===== config.mk =====
export PLATFORM = sky130hd
export DESIGN_NAME = sound_seq
export DESIGN_NICKNAME = d
export VERILOG_FILES = /design/src/rtl/sound_pkg.sv /design/src/rtl/tone_gen.sv /design/src/rtl/sound_seq.sv
export SDC_FILE = /design/constraint.sdc
export NUM_CORES = 1
export LEC_CHECK = 0
export BUFFER_PORTS_ARGS = -buffer_cell sky130_fd_sc_hd__buf_2
export CAP_MARGIN = 10
export CELL_PAD_IN_SITES_DETAIL_PLACEMENT = 1
export CELL_PAD_IN_SITES_GLOBAL_PLACEMENT = 1
export CORE_ASPECT_RATIO = 1.75
export CORE_MARGIN = 4
export CORE_UTILIZATION = 49
export DETAILED_ROUTE_END_ITERATION = 8
export HOLD_SLACK_MARGIN = 0.02
export PLACE_DENSITY = 0.86
export SYNTH_ARGS = -nofsm -noshare
export SYNTH_HDL_FRONTEND = slang
export SYNTH_SLANG_ARGS = --single-unit

===== constraint.sdc =====
create_clock -name clk -period 4 [get_ports clk]
set_clock_uncertainty 0.1 [all_clocks]
set_input_delay 0.2 -clock clk [delete_from_list [all_inputs] [get_ports clk]]
set_output_delay 0.2 -clock clk [all_outputs]
set_load 0.005 [all_outputs]

===== src/rtl/sound_pkg.sv =====
// Shared types and the default note table for the sound-effect sequencer.
package sound_pkg;

   typedef enum logic [0:0] {
      StIdle = 1'b0,
      StPlay = 1'b1
   } state_e;

   typedef struct packed {
      logic [15:0] half_period;
      logic [7:0]  duration;
   } note_t;

   // A zero duration marks the end of an effect's note list.
   function automatic note_t note_lookup(input int unsigned effect, input int unsigned index);
      note_t n;
      n.half_period = 16'd0;
      n.duration    = 8'd0;
      case (effect)
         0: begin
            if (index == 0) begin n.half_period = 16'd100; n.duration = 8'd1; end
         end
         1: begin
            case (index)
               0: begin n.half_period = 16'd150; n.duration = 8'd2; end
               1: begin n.half_period = 16'd100; n.duration = 8'd2; end
               default: ;
            endcase
         end
         2: begin
            case (index)
               0: begin n.half_period = 16'd200; n.duration = 8'd2; end
               1: begin n.half_period = 16'd150; n.duration = 8'd2; end
               2: begin n.half_period = 16'd100; n.duration = 8'd4; end
               default: ;
            endcase
         end
         3: begin
            case (index)
               0: begin n.half_period = 16'd100; n.duration = 8'd4; end
               1: begin n.half_period = 16'd0;   n.duration = 8'd2; end
               2: begin n.half_period = 16'd250; n.duration = 8'd8; end
               default: ;
            endcase
         end
         default: ;
      endcase
      return n;
   endfunction

endpackage


===== src/rtl/tone_gen.sv =====
// Square-wave generator: half-period counter plus phase toggle, with load and enable.
module tone_gen #(
   parameter int unsigned PERIOD_W = 10
) (
   input  logic                clk,
   input  logic                rst,
   input  logic                load,
   input  logic                enable,
   input  logic [PERIOD_W-1:0] half_period,
   output logic                phase
);

   logic [PERIOD_W-1:0] cnt_q, cnt_d;
   logic                phase_q, phase_d;

   always_comb begin
      cnt_d   = cnt_q;
      phase_d = phase_q;
      if (load) begin
         cnt_d   = '0;
         phase_d = 1'b0;
      end else if (enable) begin
         // A zero half-period is a rest: hold the output low.
         if (half_period == '0) begin
            cnt_d   = '0;
            phase_d = 1'b0;
         end else if (cnt_q == half_period - PERIOD_W'(1)) begin
            cnt_d   = '0;
            phase_d = ~phase_q;
         end else begin
            cnt_d = cnt_q + PERIOD_W'(1);
         end
      end
   end

   always_ff @(posedge clk) begin
      if (rst) begin
         cnt_q   <= '0;
         phase_q <= 1'b0;
      end else begin
         cnt_q   <= cnt_d;
         phase_q <= phase_d;
      end
   end

   assign phase = phase_q;

endmodule


===== src/rtl/sound_seq.sv =====
// Priority sound-effect sequencer stepping a note table on vsync frame ticks.
// Optional SOUND_QUEUE_EN keeps one pending lower-priority trigger to play after the current effect.
module sound_seq
   import sound_pkg::*;
#(
   parameter int unsigned NUM_EFFECTS = 4,
   parameter int unsigned PERIOD_W    = 10,
   parameter int unsigned MAX_NOTES   = 4,
   parameter int unsigned DUR_W       = 4
) (
   input  logic                           clk,
   input  logic                           rst,
   input  logic                           vsync,
   input  logic [NUM_EFFECTS-1:0]         trigger,
   input  logic                           mute,
   output logic                           audio,
   output logic                           busy,
   output logic [$clog2(NUM_EFFECTS)-1:0] effect_id
);

   localparam int unsigned ID_W  = $clog2(NUM_EFFECTS);
   localparam int unsigned IDX_W = (MAX_NOTES > 1) ? $clog2(MAX_NOTES) : 1;

   state_e                 state_q, state_d;
   logic [NUM_EFFECTS-1:0] trig_q;
   logic                   vsync_q;
   logic [ID_W-1:0]        id_q, id_d;
   logic [IDX_W-1:0]       idx_q, idx_d;
   logic [DUR_W-1:0]       dur_q, dur_d;

   logic                   tick;
   logic                   trig_any;
   logic [ID_W-1:0]        trig_idx;
   logic                   accept;
   logic                   load_en;
   logic [ID_W-1:0]        load_id;
   logic                   tone_load;
   logic                   last_note;
   logic                   tone_phase;
   note_t                  cur_note, next_note, first_note;
   logic                   unused_note_bits;

   assign tick = vsync & ~vsync_q;

   always_comb begin
      trig_any = |trig_q;
      trig_idx = '0;
      for (int i = 0; i < NUM_EFFECTS; i++) begin
         if (trig_q[i]) trig_idx = ID_W'(i);
      end
   end

   assign accept = trig_any && ((state_q == StIdle) || (trig_idx >= id_q));

`ifdef SOUND_QUEUE_EN
   logic            pend_valid_q, pend_valid_d;
   logic [ID_W-1:0] pend_id_q, pend_id_d;
   logic            pend_start;

   assign pend_start = !accept && (state_q == StIdle) && pend_valid_q;

   always_comb begin
      pend_valid_d = pend_valid_q;
      pend_id_d    = pend_id_q;
      if (pend_start) pend_valid_d = 1'b0;
      if (trig_any && (state_q == StPlay) && !accept &&
          (!pend_valid_q || (trig_idx > pend_id_q))) begin
         pend_valid_d = 1'b1;
         pend_id_d    = trig_idx;
      end
   end

   always_ff @(posedge clk) begin
      if (rst) begin
         pend_valid_q <= 1'b0;
         pend_id_q    <= '0;
      end else begin
         pend_valid_q <= pend_valid_d;
         pend_id_q    <= pend_id_d;
      end
   end

   assign load_en = accept || pend_start;
   assign load_id = accept ? trig_idx : pend_id_q;
`else
   assign load_en = accept;
   assign load_id = trig_idx;
`endif

   assign cur_note   = note_lookup(32'(id_q), 32'(idx_q));
   assign next_note  = note_lookup(32'(id_q), 32'(idx_q) + 32'd1);
   assign first_note = note_lookup(32'(load_id), 32'd0);
   assign last_note  = (idx_q == IDX_W'(MAX_NOTES - 1)) || (next_note.duration == 8'd0);

   assign unused_note_bits = ^{cur_note, next_note, first_note};

   always_comb begin
      state_d   = state_q;
      id_d      = id_q;
      idx_d     = idx_q;
      dur_d     = dur_q;
      tone_load = 1'b0;
      if (load_en) begin
         // A new trigger overrides any frame tick or effect end in the same cycle.
         state_d   = StPlay;
         id_d      = load_id;
         idx_d     = '0;
         dur_d     = first_note.duration[DUR_W-1:0];
         tone_load = 1'b1;
      end else if ((state_q == StPlay) && tick) begin
         if (dur_q <= DUR_W'(1)) begin
            tone_load = 1'b1;
            if (last_note) begin
               state_d = StIdle;
               id_d    = '0;
               idx_d   = '0;
               dur_d   = '0;
            end else begin
               idx_d = idx_q + IDX_W'(1);
               dur_d = next_note.duration[DUR_W-1:0];
            end
         end else begin
            dur_d = dur_q - DUR_W'(1);
         end
      end
   end

   always_ff @(posedge clk) begin
      if (rst) begin
         state_q <= StIdle;
         trig_q  <= '0;
         vsync_q <= 1'b0;
         id_q    <= '0;
         idx_q   <= '0;
         dur_q   <= '0;
      end else begin
         state_q <= state_d;
         trig_q  <= trigger;
         vsync_q <= vsync;
         id_q    <= id_d;
         idx_q   <= idx_d;
         dur_q   <= dur_d;
      end
   end

   tone_gen #(
      .PERIOD_W (PERIOD_W)
   ) u_tone_gen (
      .clk         (clk),
      .rst         (rst),
      .load        (tone_load),
      .enable      (state_q == StPlay),
      .half_period (cur_note.half_period[PERIOD_W-1:0]),
      .phase       (tone_phase)
   );

   assign audio     = tone_phase & ~mute;
   assign busy      = (state_q == StPlay);
   assign effect_id = id_q;

endmodule


-- After elaboration in Yosys (flattened, before gate mapping)
Index checks and enable logic that the tools add are counted.
- register bits: 25
- input port bits: 8
- output and inout port bits: 4
- logic and storage cells: 87
- $add $sub $neg: 5
- $lt $le $gt $ge: 2
- equality and inequality tests: 12
- muxes and demuxes: 34
- bitwise operators: 6
- reductions and logical operators: 20
- operators with widths (kind ; count):
    $pmux W16 S3 ; 2
    $pmux W18 S4 ; 1
    $logic_not A32 Y1 ; 1
    $pmux W16 S2 ; 1
    $pmux W8 S4 ; 1
    $mux W10 ; 2
    $mux W4 ; 4
    $pmux W4 S4 ; 1
    $mux W15 ; 1
    $mux W2 ; 7
    $eq A2 B2 Y1 const B ; 6
    $pmux W4 S3 ; 1
    $mux W1 ; 11
    $add A10 B1 Y10 const B ; 1
    $eq A10 B10 Y1 ; 1
    $logic_not A10 Y1 ; 1
    $sub A10 B1 Y10 const B ; 1
    $pmux W3 S3 ; 1
    $logic_not A8 Y1 ; 1
    $reduce_bool A2 Y1 ; 4
    $eq A2 B1 Y1 const B ; 3
    $logic_not A2 Y1 ; 3
    $le A4 B1 Y1 const B ; 1
    $not A1 Y1 ; 4
    14 further kinds ; 19

-- Depth between registers and ports, before layout
- word-level depth: 10
- mapped depth: 12

-- Hierarchy
From an unflattened synthesis, not the netlist that was laid out.
- cells, all modules: 238
- area, all modules: 2030.7 um^2
- modules (own cells, without submodules) (module ; instances ; cells an instance ; area an instance (um^2)):
    sound_seq ; 1 ; 128 ; 1072.3
    tone_gen ; 1 ; 110 ; 958.4

-- Least setup slack after synthesis
Ideal clock, no wire load.
- path kind: register to register
- start point: register idx_q[0]
- end point: register u_tone_gen.cnt_q[1]
- setup time: 0.116 ns
- arrival: 2.494 ns
- path slack: 1.290 ns
- cell stages (with the launch flop): 12
- buffers on the path: 0
- cell sequence: dfxtp_1 -> inv_1 -> ha_1 -> mux2_2 -> a21oi_1 -> ha_1 -> xor2_1 -> nand3b_1 -> nor4_1 -> and4b_4 -> nand2_1 -> a41o_1
- cells in the longest elaborated chain, start to end: 7
- elaborated cells between the ends (all ways): 13
- classes of those cells: add/sub (1); eq/ne (3); mux (7); reduce/logical (2)
- RTL lines (element ; line ; source):
    from (decl) ; sound_seq.sv:28 ; logic [IDX_W-1:0] idx_q, idx_d;
    from (signal assigned) ; sound_seq.sv:141 ; idx_q <= idx_d;
    $eq A2 B2 Y1 (tied with other cells) ; sound_pkg.sv:31, sound_pkg.sv:39 ;
    $pmux W16 S3 (tied with other cells) ; sound_pkg.sv:39 ; case (index)
    $pmux W18 S4 (*) ; sound_pkg.sv:19 ; case (effect)
    $sub A10 B1 Y10 ; tone_gen.sv:27 ; end else if (cnt_q == half_period - PERIOD_W'(1)) begin
    $eq A10 B10 Y1 ; tone_gen.sv:27 ;
    $mux W10 ; tone_gen.sv:27 ;
    $mux W10 (*) ; tone_gen.sv:24 ; if (half_period == '0) begin
    to (signal assigned) ; tone_gen.sv:41 ; cnt_q <= cnt_d;
    to (decl) ; tone_gen.sv:13 ; logic [PERIOD_W-1:0] cnt_q, cnt_d;
Every way passes the cells marked *; elsewhere a longest branch is shown, timed or not. The select of a mux whose other input is x is not followed.
A chain may end at the register's enable or synchronous reset.

-- Worst setup path in the final report
Ends and elaborated chain as after synthesis.

==> results.json <==
{
  "synthTopCellsByArea": "dfxtp_1, ha_1, nor2_1, a21oi_1, nand2_1",
  "final_layout_size_suffix_gt1_share_pct": 12.72,
  "setup_viol": 0,
  "cts.sinks": 25,
  "yosysWarnings": 0,
  "wl_per_cell_um": 17.21,
  "tightest_slew_ps": 768.5,
  "cts_root_buffer": "clkbuf_8",
  "antenna_found_initial": 0,
  "status": "completed",
  "syn-num-nets": 244,
  "cts_tree": "yes",
  "period_share_pct": 78.65,
  "drt_iter0_drc": 35,
  "avgSynthCellArea_um2": 8.156,
  "period_needed_ps": 3146,
  "dr_wl_met2_um": 2877,
  "synth-main-ff-cell": "dfxtp_1",
  "grt_pass1_wl_um": 7817,
  "fmaxAchievable_mhz": 317.9,
  "crit_start": "idx_q[0]$_SDFFE_PP0P_",
  "rsz0062_at_grt": "no",
  "cts_resized": 0,
  "synth_enable_flop_cells": 0,
  "slew_violations": 0,
  "fillers": 435,
  "reg2reg_to": "u_tone_gen.cnt_q[1]$_SDFFE_PP0P_",
  "p_leak_nw": 0.7662,
  "start_util_pct": 51.73,
  "drc": 0,
  "wl_met1_um": 1547,
  "via_per_inst": 5.846,
  "cp.arrival_ps": 3230,
  "synth.most_common_cell": "nor2_1",
  "cts_setup_buffers": 0,
  "cts.clk_slew.worst_paths_ps": 90,
  "grt_max_degree": 23,
  "ios": 12,
  "synth_area_mm2": 0.001794,
  "p_per_area_mw_per_mm2": 309.1,
  "r2r_start": "idx_q[0]$_SDFFE_PP0P_",
  "io_buffers": 11,
  "htreeDepth": 1,
  "via_count": 1596,
  "drv_cap": 0,
  "crit_path_max_fanout": 7,
  "grt-ovfl-total": 0,
  "routed.top_layer": "met4",
  "syn_to_final_growth_pct": 6.346,
  "synth.distinct_cells": 47,
  "die_w_um": 53.74,
  "die_y_um": 88.05,
  "cp-end-kind": "flop",
  "hold_slack_ps": 34.54,
  "grt_pass1_vias": 1739,
  "hold_path_class": "input port to flop",
  "first_pass_iters": 4,
  "critPathKind": "flop to flop",
  "gr-usage-all-layers_pct": 22.87,
  "rr_worst_depth": 12,
  "hold_viol_final": 0,
  "slew_headroom_pct": 48.70,
  "ff2ff_setup_slack_ps": 850,
  "startpoint_type": "flop",
  "cts_buffer_depth": 2,
  "worstPathRequired_ps": 4080,
  "dp_hpwl_um": 3782,
  "cts_made_buffers": 3,
  "gp_congestion": 0.8810,
  "ant_nets": 0,
  "coreArea_mm2": 0.003468,
  "critPathCapture": "u_tone_gen.cnt_q[1]$_SDFFE_PP0P_",
  "synth-seq-cells": 25,
  "std_cell_rows": 28,
  "die-area_mm2": 0.004732,
  "synth_top_cells_by_count": "nor2_1, dfxtp_1, nand2_1",
  "vdd_drop_max_v": 0.0002145,
  "wl_met3_um": 74,
  "cts_hold_buffers": 0,
  "routed_wl_um": 4697,
  "synth.top_cell.area_share_pct": 27.89,
  "fin_nets": 253,
  "clk_latency_ps": 280,
  "tns_ps": 0,
  "yosys.area.top_type": "dfxtp_1",
  "antenna_cells": 0,
  "synthesis.instances": 220,
  "ys_seq_area_share_pct": 27.89,
  "async_flop_share_pct": 0
}
==> metrics by stage <==
stage,cell area (um2),utilization (%),worst slack [ps],power (mW),instances
floorplan,1794,-,1290,0.3974,220
global placement,1859,53.61,1060,0.4260,269
detailed placement,1859,53.61,917.2,0.4363,269
CTS,1908,55.01,877.3,0.5918,273
global route,1908,55.01,681.5,0.6269,273
finish,1908,55.01,854.0,0.5899,273
==> power by group <==
| part | internal, mW | switching (mW) | leakage [nW] |
|---|---|---|---|
| Sequential | 0.259 | 0.0211 | 0.204 |
| Clock | 0.0708 | 0.0870 | 0.0217 |
| Combinational | 0.0642 | 0.0882 | 0.540 |
| Total | 0.394 | 0.196 | 0.766 |
==> worst min path at each step <==
stage	startpoint	endpoint	slack, ps	cells after the start
floorplan	rst	trig_q[0]$_SDFF_PP0_	170	1
global placement	trigger[2]	trig_q[2]$_SDFF_PP0_	310	2
detailed placement	trigger[0]	trig_q[0]$_SDFF_PP0_	330	2
CTS	trigger[0]	trig_q[0]$_SDFF_PP0_	40	2
global route	trigger[0]	trig_q[0]$_SDFF_PP0_	70	2
finish	trigger[0]	trig_q[0]$_SDFF_PP0_	30	2
==> critical path, cell delays in order, from the launching register on <==
cell and delay [ps]:
dfxtp_1 490, inv_1 180, ha_1 390, mux2i_1 110, a22oi_1 270, inv_1 80
ha_1 220, xnor2_1 220, xnor2_1 120, nor4_1 260, and4b_4 300, nand2_1 70
a41o_1 250
==> registers in the layout, indices dropped and copies added, names as in the netlist <==
signal / flops
dur_q: 4
effect_id: 2
vsync_q: 1
u_tone_gen.cnt_q: 10
idx_q: 2
trig_q: 4
busy: 1
u_tone_gen.phase: 1
==> placed cells by master, fill, tap and decap left out, drive strengths merged, types with 3 or more instances in the layout <==
| cell | n |
|---|---|
| ha | 16 |
| o21ai | 9 |
| nand2 | 19 |
| a31o | 3 |
| a31oi | 3 |
| or3 | 3 |
| nand3b | 5 |
| xnor2 | 7 |
| nor2 | 34 |
| nor2b | 5 |
| and3 | 5 |
| nand2b | 5 |
| nor3 | 7 |
| buf | 11 |
| clkbuf | 3 |
| inv | 12 |
| xor2 | 7 |
| dfxtp | 25 |
| a21oi | 15 |
| mux2 | 3 |
| mux2i | 6 |
==> layer usage <==
layer	GRT usage, %	vias to the layer above
li1	-	775
met1	19.75	783
met2	46.58	23
met3	2.555	15
met4	12.09	0
met5	0	-
==> cell families after synthesis <==
logic type | count (synthesis) | share of synthesized area [%]
AO/OA/AOI/OAI | 39 | 14.16
XOR/XNOR | 15 | 8.159
adder cells (fa/ha/maj) | 16 | 11.16
buffers and inverters | 19 | 5.090
flip-flops | 25 | 27.89
multiplexers | 9 | 5.230
AND/OR/NAND/NOR | 97 | 28.31
==> cell type report <==
class / instances / area [um2] / area share [%]
clock buffer: 3 / 41.29 / 2.164
timing repair buffer: 11 / 55.05 / 2.885
clock inverter: 1 / 7.507 / 0.3934
multi-input combinational: 176 / 1202 / 63.02
sequential: 25 / 500.5 / 26.23
inverter: 12 / 45.04 / 2.361
tap: 45 / 56.30 / 2.951
(Power assumes the default switching activity.)
